[config.mk]
export PLATFORM = sky130hd
export DESIGN_NAME = cpu_seq
export DESIGN_NICKNAME = d
export VERILOG_FILES = /design/src/rtl/cpu_seq.sv
export SDC_FILE = /design/constraint.sdc
export NUM_CORES = 1
export LEC_CHECK = 0
export ABC_AREA = 0
export CAP_MARGIN = 20
export CORE_MARGIN = 5
export CORE_UTILIZATION = 39
export DETAILED_ROUTE_END_ITERATION = 8
export PLACE_DENSITY = 0.69
export SYNTH_ARGS = -nofsm -noshare
export SYNTH_HDL_FRONTEND = slang
export SYNTH_SLANG_ARGS = --single-unit
[constraint.sdc]
create_clock -name clk -period 2.8 [get_ports clk]
set_input_delay 0.7 -clock clk [delete_from_list [all_inputs] [get_ports clk]]
set_output_delay 0.7 -clock clk [all_outputs]
set_load 0.05 [all_outputs]
[src/rtl/cpu_seq.sv]
// cpu_seq: multi-cycle instruction sequencer for the 8-bit CPU datapath.
// Fetches instructions from program ROM (req/ack), decodes them and drives
// the A-input mux select, register load enables and ALU opcode.
//
// state  | meaning
// -------+------------------------------------------------------------
// IDLE   | stopped at an instruction boundary, waiting for run
// FETCH  | rom_req held until rom_ack; latch ir, advance pc
// DECODE | one quiet cycle; JMP updates pc here
// EXEC   | ALU instruction: alu_op presented for one cycle
// WB     | one cycle of register write strobes
// HALT   | halted; only reset leaves this state
//
// Ports:
//   clk, rst_n         clock (rising edge), async active-low reset
//   run                1 = execute, 0 = stop at next instruction boundary
//   rom_req/rom_addr   fetch request (held until ack) and address (= pc)
//   rom_ack/rom_data   single-cycle data-valid pulse and instruction byte
//   reg_sel4           A-input mux select (0=alu_out, 1=B, 2=C, 3=D)
//   ld_a..ld_d         register load enables
//   alu_op             ALU operation select
//   busy, halted       status
module cpu_seq #(
  parameter int PC_W = 4,
  parameter logic [PC_W-1:0] RESET_PC = '0
) (
  input  logic            clk,
  input  logic            rst_n,
  input  logic            run,
  output logic            rom_req,
  output logic [PC_W-1:0] rom_addr,
  input  logic            rom_ack,
  input  logic [7:0]      rom_data,
  output logic [1:0]      reg_sel4,
  output logic            ld_a,
  output logic            ld_b,
  output logic            ld_c,
  output logic            ld_d,
  output logic [1:0]      alu_op,
  output logic            busy,
  output logic            halted
);

  localparam logic [2:0] S_IDLE   = 3'd0;
  localparam logic [2:0] S_FETCH  = 3'd1;
  localparam logic [2:0] S_DECODE = 3'd2;
  localparam logic [2:0] S_EXEC   = 3'd3;
  localparam logic [2:0] S_WB     = 3'd4;
  localparam logic [2:0] S_HALT   = 3'd5;

  localparam logic [1:0] OP_MOV = 2'b00;
  localparam logic [1:0] OP_ALU = 2'b01;
  localparam logic [1:0] OP_ST  = 2'b10;
  localparam logic [1:0] OP_CTL = 2'b11;

  logic [2:0]      state;
  logic [PC_W-1:0] pc;
  logic [7:0]      ir;
  logic [PC_W-1:0] jmp_target;

  // JMP target is a 4-bit field, zero-extended to the pc width.
  assign jmp_target = PC_W'(ir[3:0]);

  always_ff @(posedge clk or negedge rst_n) begin
    if (!rst_n) begin
      state <= S_IDLE;
      pc    <= RESET_PC;
      ir    <= '0;
    end else begin
      case (state)
        S_IDLE: begin
          if (run) state <= S_FETCH;
        end
        S_FETCH: begin
          if (rom_ack) begin
            ir    <= rom_data;
            pc    <= pc + 1'b1;
            state <= S_DECODE;
          end
        end
        S_DECODE: begin
          case (ir[7:6])
            OP_ALU: state <= S_EXEC;
            OP_CTL: begin
              if (ir[5]) begin
                state <= S_HALT;
              end else begin
                pc    <= jmp_target;
                state <= run ? S_FETCH : S_IDLE;
              end
            end
            default: state <= S_WB;
          endcase
        end
        S_EXEC:  state <= S_WB;
        S_WB:    state <= run ? S_FETCH : S_IDLE;
        S_HALT:  state <= S_HALT;
        default: state <= S_IDLE;
      endcase
    end
  end

  assign rom_addr = pc;

  always_comb begin
    rom_req  = 1'b0;
    reg_sel4 = 2'd0;
    ld_a     = 1'b0;
    ld_b     = 1'b0;
    ld_c     = 1'b0;
    ld_d     = 1'b0;
    alu_op   = 2'd0;
    busy     = 1'b1;
    halted   = 1'b0;
    case (state)
      S_IDLE:  busy = 1'b0;
      S_FETCH: rom_req = 1'b1;
      S_EXEC: begin
        if (ir[7:6] == OP_ALU) alu_op = ir[1:0];
      end
      S_WB: begin
        case (ir[7:6])
          OP_MOV: begin
            reg_sel4 = ir[1:0];
            ld_a     = 1'b1;
          end
          OP_ALU: begin
            alu_op = ir[1:0];
            ld_a   = 1'b1;
          end
          OP_ST: begin
            // dst 0 is a NOP store: no enable asserted.
            ld_b = (ir[1:0] == 2'd1);
            ld_c = (ir[1:0] == 2'd2);
            ld_d = (ir[1:0] == 2'd3);
          end
          default: ;
        endcase
      end
      S_HALT: begin
        busy   = 1'b0;
        halted = 1'b1;
      end
      default: ;
    endcase
  end

endmodule

==> summary.md <==
| Metric | Value |
|---|---|
| Status | completed |
| Clock Latency Late Sink | 0.28 ns |
| Final ANT Viol Nets | 0 |
| Fin crit share | 0.901 |
| WS Path Type | reg -> out |
| CP Capture Type | primary output |
| Max Cap Viol | 0 |
| Layout cells sized above 1 | 0.171 |
| Post-synth top flop | dfrtp_1 |
| Largest net degree at the start of global routing | 15 |
| Final setup margin | 0.278 ns |
| Setup TNS | 0 ns |
| Drt drc | 0 |
| Reg2Reg Depth | 4 |
| Critical R2R Capture | rom_addr[3] |
| CP startpoint | state[0] |
| CTS buffer count | 3 |
| Crit Reg-Reg Startpoint | state[1] |
| Fmax | 397 MHz |
| Routability congestion estimate | 0.759 |
| Via count | 759 |
| Synth cell types | 35 |
| Final setup viols | 0 |
| Critical Path End | busy |
| R2r setup slk | 1.37 ns |
| Initial Utilization | 0.400 |
| Synthesized area | 868 um2 |
| Initial antenna violation count | 0 |
| Total global-route track usage | 0.127 |
| Final slew viol count | 0 |
| Post-synth ARST share | 1.00 |
| Max rail drop VDD | 0.617 mV |
| Diode count | 0 |
| Overflow after GRT | 0 |
| Pwr Density | 1130 mW/mm2 |
| Area Growth Syn to Fin | 32.9% |
| # fillers | 213 |
| Die width | 57.2 um |
| Final std cells w/o fill | 151 |
| DRT Pass-1 Iters | 3 |
| Die Y | 57.2 um |
| CORE AREA | 0.00217 mm2 |
| Crit path max fanout | 12 |
| Placed cells | 147 |
| Vias in the first global route | 735 |
| CTS tree | built |
| Mapped Cells | 97 |
| Average size of a mapped cell | 8.95 um2 |
| Detailed-route wire length | 1940 um |
| Crit path DAT | 1.82 ns |
| DPL Wire Length | 1440 um |
| Synthesized flop and latch total | 14 |
| Wire length on met2 | 931 um |
| Sink Count | 14 |
| Pre-CTS setup slack | 0.376 ns |
| Clock buffer depth | 2 |
| I/O Buffers | 25 |
| Worst slew margin | 0.577 |
| Row cnt | 17 |
| Leakage | 0.551 nW |
| Final hold violation count | 0 |
| Clk root buf | clkbuf_4 |
| Worst EP required | 2.10 ns |
| Synthesis Warnings | 0 |
| Worst hold margin | 0.492 ns |
| Hold Path Class | reg -> reg |
| Clock Skews | 0.000616 ns |
| I/O pins | 27 |
| Worst Tran Pin Value | 0.633 ns |
| Nets | 137 |
| Vias per cell | 5.03 |
| CTS Hold Bufs | 0 |
| Metal3 WL | 106 um |
| Fin crit period | 2.52 ns |
| RSZ-0062 raised after global routing | false |
| Clk pin slew, worst setup/hold paths | 0.09 ns |
| Drt initial violations | 13 |
| Highest routed layer | met4 |
| H-tree depth | 1 |
| DRT met1 WL | 887 um |
| Syn Nets | 110 |
| Setup crit start kind | flop |
| First-pass GRT wire length | 3340 um |
| DIE AREA | 0.00327 mm2 |
| Sequential fraction of the synthesis area | 0.403 |
| Post-synth EDFFs | 0 |
| Drt wl/cell | 12.8 um |
[cell usage in the layout, fill, tap and decap left out, types with 3 or more instances in the layout]
cell type,instances
buf_4,10
and2_1,4
clkbuf_4,3
nand2b_1,4
nand3_1,4
nand3b_1,3
clkdlybuf4s50_1,15
nor2_1,3
inv_1,3
nand2_1,25
dfrtp_1,14
o211ai_1,3
[where the power goes]
group	switching (mW)	internal [mW]	total [mW]
combinational	0.420	0.297	0.717
sequential	0.147	0.295	0.442
clock	0.0697	0.0790	0.149
[how the worst min path moves through the flow]
stage | to | start | cells past startpoint | slack, ns
after floorplan | ir[0] | rst_n | 0 | 0.40
after global placement | ir[3] | ir[3] | 2 | 0.46
after detailed placement | ir[2] | ir[2] | 2 | 0.47
after CTS | ir[2] | ir[2] | 2 | 0.50
after global routing | ir[2] | ir[2] | 2 | 0.54
final | ir[2] | ir[2] | 2 | 0.49
[Yosys cell counts, types with 3 or more instances]
library cell	instances	area, um2
nand2_1	25	93.8
nand3_1	4	20.0
dfrtp_1	14	350
o211ai_1	3	22.5
nand3b_1	3	22.5
inv_1	3	11.3
and2_1	4	25.0
nor2_1	3	11.3
nand2b_1	4	25.0
[flip-flops by register name, indices dropped and copies added, names as in the netlist]
register,cells
state,3
rom_addr,4
ir,7
[area by class of cell]
cell class / count / area, um2 / area share
multi-input cells: 75 / 470 / 0.408
well taps: 28 / 35.0 / 0.0304
flip-flops and latches: 14 / 350 / 0.304
repair buffers: 27 / 250 / 0.217
clock buffers: 4 / 36.3 / 0.0315
inverters: 3 / 11.3 / 0.00976
[metal layers]
layer	track usage	vias up
met5	0	-
met4	0.0298	0
met3	0.0271	2
met2	0.210	16
met1	0.168	353
li1	-	388
[stage by stage]
| stage | utilization | area, um2 | power (mW) |
|---|---|---|---|
| after global placement | 0.513 | 1110 | 1.15 |
| final | 0.532 | 1150 | 1.31 |
| after detailed placement | 0.513 | 1110 | 1.17 |
| after CTS | 0.529 | 1150 | 1.32 |
| after global routing | 0.532 | 1150 | 1.41 |
| after floorplan | - | 868 | 0.963 |
[critical path, stage by stage (launching register included)]
cell and delay (ns):
dfrtp_1 0.51, xnor2_1 0.17, nand2b_1 0.07, clkdlybuf4s50_1 0.79
[logic make-up (layout without fill, tap and decap cells)]
kind of cell	Yosys count	count (layout)	share of synthesized area
simple gates	60	60	0.388
xor+xnor	1	1	0.0101
flops	14	14	0.403
compound gates	13	13	0.130
fa+ha+maj	1	1	0.0144
buf+inv	8	34	0.0547
[what timing repair did]
action                                  4_1_cts  5_1_grt
setup buffers                                 0        0
gates resized for setup                       0        2
hold endpoints to repair                      0        0
endpoints found under the setup margin        0        2
(Power assumes the default switching activity.)
